`src/rtl/writeback_regfile.sv`:
```
// Write-back receiving register file: 32 x XLEN integer registers, two combinational
// read ports and a per-register pending scoreboard gating issue. Optional macro WB_BYPASS_EN.
module writeback_regfile #(
    parameter int XLEN  = 32,
    parameter int NREGS = 32
) (
    input  logic            clk,
    input  logic            rstn,
    input  logic            i_wb_rd_wvalid,
    input  logic [4:0]      i_wb_rd_waddr,
    input  logic [XLEN-1:0] i_wb_rd_wdata,
    input  logic [4:0]      i_rs1_addr,
    input  logic [4:0]      i_rs2_addr,
    output logic [XLEN-1:0] o_rs1_rdata,
    output logic [XLEN-1:0] o_rs2_rdata,
    input  logic            i_issue_valid,
    input  logic            i_issue_rs1_used,
    input  logic            i_issue_rs2_used,
    input  logic [4:0]      i_issue_rd,
    output logic            o_issue_ready,
    output logic            o_busy,
    output logic            o_wb_err
);

    logic [XLEN-1:0]  r_regs [NREGS];
    logic [NREGS-1:0] r_pending;
    logic             r_wb_err;

    logic             w_wb_wr;
    logic             w_wb_hit1;
    logic             w_wb_hit2;
    logic             w_clear1;
    logic             w_clear2;
    logic             w_raw1;
    logic             w_raw2;
    logic             w_waw;
    logic             w_issue_set;
    logic [XLEN-1:0]  w_rs1_arr;
    logic [XLEN-1:0]  w_rs2_arr;
    logic [NREGS-1:0] w_pending_nxt;

    assign w_wb_wr   = i_wb_rd_wvalid && (i_wb_rd_waddr != '0);
    assign w_wb_hit1 = i_wb_rd_wvalid && (i_wb_rd_waddr == i_rs1_addr);
    assign w_wb_hit2 = i_wb_rd_wvalid && (i_wb_rd_waddr == i_rs2_addr);

    assign w_rs1_arr = (i_rs1_addr == '0) ? '0 : r_regs[i_rs1_addr];
    assign w_rs2_arr = (i_rs2_addr == '0) ? '0 : r_regs[i_rs2_addr];

`ifdef WB_BYPASS_EN
    // A register being written back this cycle is read from the wb bus, so RAW need not stall.
    assign w_clear1    = w_wb_hit1;
    assign w_clear2    = w_wb_hit2;
    assign o_rs1_rdata = (w_wb_hit1 && (i_rs1_addr != '0)) ? i_wb_rd_wdata : w_rs1_arr;
    assign o_rs2_rdata = (w_wb_hit2 && (i_rs2_addr != '0)) ? i_wb_rd_wdata : w_rs2_arr;
`else
    assign w_clear1    = 1'b0;
    assign w_clear2    = 1'b0;
    assign o_rs1_rdata = w_rs1_arr;
    assign o_rs2_rdata = w_rs2_arr;
`endif

    assign w_raw1 = i_issue_rs1_used && (i_rs1_addr != '0) && r_pending[i_rs1_addr] && !w_clear1;
    assign w_raw2 = i_issue_rs2_used && (i_rs2_addr != '0) && r_pending[i_rs2_addr] && !w_clear2;
    assign w_waw  = (i_issue_rd != '0) && r_pending[i_issue_rd]
                    && !(i_wb_rd_wvalid && (i_wb_rd_waddr == i_issue_rd));

    assign o_issue_ready = !(w_raw1 || w_raw2 || w_waw);
    assign w_issue_set   = i_issue_valid && o_issue_ready && (i_issue_rd != '0);
    assign o_busy        = |r_pending;
    assign o_wb_err      = r_wb_err;

    // Set is applied after clear so a same-cycle issue to the written register stays pending.
    always_comb begin
        w_pending_nxt = r_pending;
        if (w_wb_wr) begin
            w_pending_nxt[i_wb_rd_waddr] = 1'b0;
        end
        if (w_issue_set) begin
            w_pending_nxt[i_issue_rd] = 1'b1;
        end
    end

    always_ff @(posedge clk or negedge rstn) begin
        if (!rstn) begin
            for (int i = 0; i < NREGS; i++) begin
                r_regs[i] <= '0;
            end
            r_pending <= '0;
            r_wb_err  <= 1'b0;
        end else begin
            if (w_wb_wr) begin
                r_regs[i_wb_rd_waddr] <= i_wb_rd_wdata;
                if (!r_pending[i_wb_rd_waddr]) begin
                    r_wb_err <= 1'b1;
                end
            end
            r_pending <= w_pending_nxt;
        end
    end

endmodule

```
`config.mk`:
```
export PLATFORM = sky130hd
export DESIGN_NAME = writeback_regfile
export DESIGN_NICKNAME = d
export VERILOG_FILES = /design/src/rtl/writeback_regfile.sv
export SDC_FILE = /design/constraint.sdc
export NUM_CORES = 2
export LEC_CHECK = 0
export ABC_CLOCK_PERIOD_IN_PS = 2600
export BUFFER_PORTS_ARGS = -buffer_cell sky130_fd_sc_hd__buf_2
export CAP_MARGIN = 40
export CORE_ASPECT_RATIO = 0.5
export CORE_MARGIN = 2
export CORE_UTILIZATION = 45
export CTS_CLUSTER_DIAMETER = 100
export CTS_CLUSTER_SIZE = 16
export DETAILED_ROUTE_END_ITERATION = 7
export PLACE_DENSITY_LB_ADDON = 0.1
export SETUP_SLACK_MARGIN = 0.4
export SYNTH_ARGS = -nofsm -noshare
export SYNTH_HDL_FRONTEND = slang
export SYNTH_SLANG_ARGS = --single-unit
```
`constraint.sdc`:
```
create_clock -name clk -period 2.6 [get_ports clk]
set_input_delay 0.39 -clock clk [delete_from_list [all_inputs] [get_ports clk]]
set_output_delay 0.39 -clock clk [all_outputs]
set_load 0.1 [all_outputs]
```
Word-level counts from Yosys, hierarchy flattened
Cells that the tools add are included.
Widths: inputs -> output; s select.
{"block": "totals", "in_bits": 58, "out_inout_bits": 67, "regBits": 1057}
{"block": "op_classes", "bitwise": 7, "n_mux": 25, "n_lt_le_gt_ge": 10, "eq_ne": 1, "n_reduce_logical": 25}
{"op": "$bwmux 1024", "n": 1}
{"op": "$bmux 32 s5", "n": 2}
{"op": "$mux 32", "n": 9}
{"op": "$demux 32 s5", "n": 1}
{"op": "$and 32x32->32", "n": 1}
{"op": "$not 32->32", "n": 1}
{"op": "$or 32x32->32", "n": 1}
{"op": "$reduce_or 32->1", "n": 1}
{"op": "$lt 5x6->1 const B", "n": 4}
{"op": "$bmux 1 s5", "n": 4}
{"op": "$reduce_bool 5->1", "n": 4}
{"op": "$ge 6x6->1 const B", "n": 3}
{"op": "$not 5->6", "n": 3}
{"op": "$logic_and 1x1->1", "n": 13}
{"op": "$demux 1 s5", "n": 2}
{"op": "$ge 5x1->1 const B", "n": 2}
{"op": "$logic_not 5->1", "n": 2}
{"op": "$lt 6x1->1 const B", "n": 1}
{"op": "$mux 1", "n": 6}
{"op": "$eq 5x5->1", "n": 1}
{"op": "$logic_not 1->1", "n": 2}
{"op": "$logic_or 1x1->1", "n": 2}
{"op": "$reduce_and 2->1", "n": 1}
{"op": "$not 1->1", "n": 1}

Logic depth before layout (Yosys ltp)
{"block": "depth", "depth_word": 9, "mapped_depth": 9}

Worst setup path after synthesis
Ideal clock, no wire load.
{"block": "synth_path", "path_kind": "input -> output", "start": "in i_rs2_addr[1]", "end": "out o_rs2_rdata[15]", "setup_slack_ps": -1091, "path_stages": 8, "arrival_ps": 3301, "t_required_ps": 2210, "path_cell_list": "buf_4 buf_2 buf_2 clkbuf_1 mux4_2 mux4_2 nand2_1 a21oi_1"}
{"block": "synth_via", "elab_chain_cells": 5, "elab_cells_between_ends": 6, "cone_classes": "4 x mux; 1 x bitwise; 1 x reduce/logical"}
{"item": "from (decl)", "line": "13", "rtl": "input logic [4:0] i_rs2_addr,"}
{"item": "$not 5->6 (not written as such)", "line": "47", "rtl": "assign w_rs2_arr = (i_rs2_addr == '0) ? '0 : r_regs[i_rs2_addr];"}
{"item": "$bmux 32 s5", "line": "47"}
{"item": "$mux 32 (not written as such) (2 in series)", "line": "47"}
{"item": "$mux 32 *", "line": "47"}
{"item": "to (decl)", "line": "15", "rtl": "output logic [XLEN-1:0] o_rs2_rdata,"}
Every way passes the cells marked *; elsewhere a longest branch is shown, timed or not. The select of a mux whose other input is x is not followed.

Worst setup path after layout
{"block": "layout_path", "start": "reg r_pending[31]", "end": "out o_issue_ready"}
{"block": "layout_via", "elab_chain_cells": 6, "elab_cells_between_ends": 13, "cone_classes": "6 x mux; 7 x reduce/logical"}
{"item": "from (decl)", "line": "26", "rtl": "logic [NREGS-1:0] r_pending;"}
{"item": "from (signal assigned)", "line": "97", "rtl": "r_pending <= w_pending_nxt;"}
{"item": "$bmux 1 s5 (on tied branches)", "line": "62, 63, 64"}
{"item": "$mux 1 (on tied branches)", "line": "62, 63, 64"}
{"item": "$logic_and 1x1->1 (on tied branches)", "line": "62, 63, 64"}
{"item": "$logic_or 1x1->1 / $logic_and 1x1->1 (equally long branches)", "line": "67, 65"}
{"item": "$logic_or 1x1->1 *", "line": "67", "rtl": "assign o_issue_ready = !(w_raw1 || w_raw2 || w_waw);"}
{"item": "$logic_not 1->1 *", "line": "67"}
{"item": "to (decl)", "line": "20", "rtl": "output logic o_issue_ready,"}
Marks and branches as above.

==> results.md <==
* Multiplexer share of the synthesized area at 46.3%
* WP data required at ~2200 ps
* Synth Area in XOR/XNOR at less than 1%
* Ys flop type: dfrtp_1
* Failing checks: setup timing
* Worst r2r dst: r_pending[22]$_DFF_PN0_
* Cell Rows at 92
* CTS root buffer: clkbuf_16
* Via count at 35500
* First-pass GRT wire length at 267000 um
* Initial drt markers at 3012
* Pwr Density at 720 nW/um^2
* Crit-path max FO at 4
* Initial core utilization at 45.3%
* Final worst-path cycle share at 121%
* Post-synth EDFFs at 0
* Die height at 256 um
* Area share of the largest cell type after synthesis at a little under half
* Netlist Area Pre-Place at 57100 um^2
* Share of cells above drive strength 1 at 67.5%
* DRC errors left at 0
* Simple-Gate Fraction of Synth Area at 2.21%
* Die ar. at 130000 um^2
* Post-Route Setup TNS at -20370 ps
* Post-synthesis compound-gate area fraction at 1.67%
* Fin Hold WS at 180 ps
* GRT Util Overall at 28.3%
* Clk_lat worst skew at 710 ps
* Post-synth top area cell: dfrtp_1
* CTS tree: done
* Port Buffers at roughly 120
* Via count of the first global-routing pass at 36900
* Post-Route WL at roughly 180000 um
* Cells after Synth at 3566
* Fillers at 10100
* Post-synthesis adder-cell area fraction at 0%
* Largest family of logic cells by synthesized area: multiplexers
* CP Capture Type: output port
* Final instance area at between 60000 and 70000 um^2
* Pleak at 0.0281 uW
* Syn nets at 3624
* Most common library cells after synthesis: dfrtp_1, mux2_2, mux4_2
* Die extent in x at 508 um
* Vias per cell at 6.57
* Setup WS post-layout at -541 ps
* Setup CP Type: flop to output port
* Endpoints failing setup at 96
* Placed Area at 63400 um^2
* Min-Delay Endpoint: o_wb_err$_DFFE_PN0P_
* Inserted Clock Buffers at 76
* Synth warn at 0
* Worst vdd ir at approximately 0.6 mV
* Area contributors post-synth: dfrtp_1, mux4_2, mux2_2
* CP Launch Type: flop
* P&R area growth vs syn at 18.2%
* Antenna violations before repair at 6
* Antenna-violating nets left at 0
* Hold Path Origin: i_wb_rd_wvalid
* Cell count of the worst reg-to-reg path at 15
* Max Cap Violations at 0
* CTS Sinks at 1057
* Largest net degree at the start of global routing at about 110
* Reg2Reg Launch Point: r_pending[22]$_DFF_PN0_
* Final Max Slew Viols at 0
* Flop2flop setup slack at -440 ps
* GPL Wtd Cong at 0.895
* Unique masters post-synth at 53
* Core area at approximately 130000 um^2
* Worst Path Arrival at 2750 ps
* Post-synthesis sequential area ratio at 46.3%
* Count leader, synth: dfrtp_1
* Reg clk slew, reported paths at 90 ps
* Hold depth at 3
* Async SR Flop Fraction at 100%
* Fmax at 318 MHz
* Final-report hold violation count at 0
* Layout Nets at 3753
* Gr ovfl total at 0
* Unrepaired setup endpoints after global routing: true
* WL per Instance at 33.6 um
* Avg Inst Size Synth at 16.0 um^2
* Rel. slew slack at between 50 and 60%
* HP Class: input pin to flop
* H-tree depth at 3
* Crit path launch: r_pending[31]$_DFF_PN0_
* First-pass DRT Iterations at 5
* Worst slew pin tran at 737 ps
* Top Ports at about 130
* Post-Route Skew at 23.3 ps
* Synth Register Bits at 1057
* Min Tclk post-route at between 3000 and 4000 ps
* Detail Placement HPWL at 116000 um
* Status: finished with violations
* Clk buf depth at 3
layer usage:
metal / GRT usage, % / up-vias / part of all wire (%)
li1: - / 14100 / -
met2: 43.0 / 1299 / 46
met5: 0 / - / 0.0099
met4: 7.11 / 4 / 2.7
met3: 5.48 / 292 / 6.7
met1: 42.1 / 19800 / 45
cells in the final DEF (no fill, tap or decap), drive strengths merged, types with 3 or more instances in the layout:
| cell | Yosys | routed |
|---|---|---|
| nor4 | 10 | 10 |
| nand3b | 3 | 3 |
| o21ai | 19 | 19 |
| nand2b | 11 | 11 |
| a22oi | 3 | 3 |
| mux2 | 995 | 995 |
| nor3 | 7 | 7 |
| mux4 | 670 | 670 |
| nand4 | 18 | 18 |
| mux2i | 13 | 13 |
| buf | 219 | 470 |
| and3b | 3 | 3 |
| a21oi | 64 | 64 |
| dfrtp | 1057 | 1057 |
| or3 | 13 | 13 |
| nor2 | 25 | 25 |
| inv | 3 | 9 |
| o22ai | 3 | 3 |
| nor2b | 3 | 3 |
| clkbuf | 200 | 82 |
| nand2 | 156 | 156 |
| diode | 0 | 6 |
| nand4b | 5 | 5 |
| o31ai | 32 | 32 |
| or2 | 6 | 6 |
| xnor2 | 5 | 5 |
kinds of logic after synthesis:
family,after synthesis
muxes,1678
AOI/OAI and AO/OA,130
and+or+nand+nor,269
buffers and inverters,427
DFF,1057
xor gates and xnor gates,5
where the power goes:
group / internal [uW] / total, uW / switching, uW / leakage (uW)
Clock: 5440 / 11500 / 6070 / 0.00101
Sequential: 19600 / 22000 / 2450 / 0.0135
Combinational: 8340 / 15000 / 6680 / 0.0136
registers in the layout, indices dropped and copies added (netlist names):
name and count:
r_regs 1024, r_pending 32, o_wb_err 1
per-stage QoR:
stage          total power [uW]  utilization (%)  setup slack (ps)  instances
2_1_floorplan             32100                -             -50.1       3566
3_3_place_gp              35300             50.3              -359       5263
3_5_place_dp              35700             50.3              -370       5264
4_1_cts                   48500             53.2              -562       5369
5_1_grt                   50700             53.6              -596       5396
6_report                  48600             53.6              -541       5400
cell type report:
| class | count | area (um^2) | share of cell area (%) |
|---|---|---|---|
| flip-flops and latches | 1057 | 26500 | 39.2 |
| inverters | 5 | 20.0 | 0.0297 |
| clock inverters | 5 | 62.6 | 0.0927 |
| diodes | 6 | 15.0 | 0.0222 |
| repair buffers | 473 | 6470 | 9.59 |
| well taps | 1692 | 2120 | 3.14 |
| multi-input cells | 2082 | 30400 | 45.0 |
| clock buffers | 80 | 1980 | 2.93 |
what timing repair did:
action / CTS / global route
hold endpoints to repair: 85 / 0
hold buffers: 1 / 0
setup endpoints to repair: 97 / 97
pin swaps: 94 / 29
cloned: 3 / 2
gates resized for setup: 368 / 47
buffers inserted: 16 / 23
worst max-delay path, cell delays in order (launching register included):
cell and delay (ps):
dfrtp_2 400, buf_4 140, mux2i_1 70, mux4_2 470, a221o_1 410, o22ai_4 270, nor2_4 80, buf_12 170
worst max path at each step:
stage / end / cells after the start
6_report: o_issue_ready / 7
3_5_place_dp: o_rs1_rdata[8] / 8
5_1_grt: o_issue_ready / 7
4_1_cts: o_issue_ready / 7
2_1_floorplan: o_issue_ready / 7
3_3_place_gp: o_rs2_rdata[19] / 8
Power figures use the tool's default switching activity.
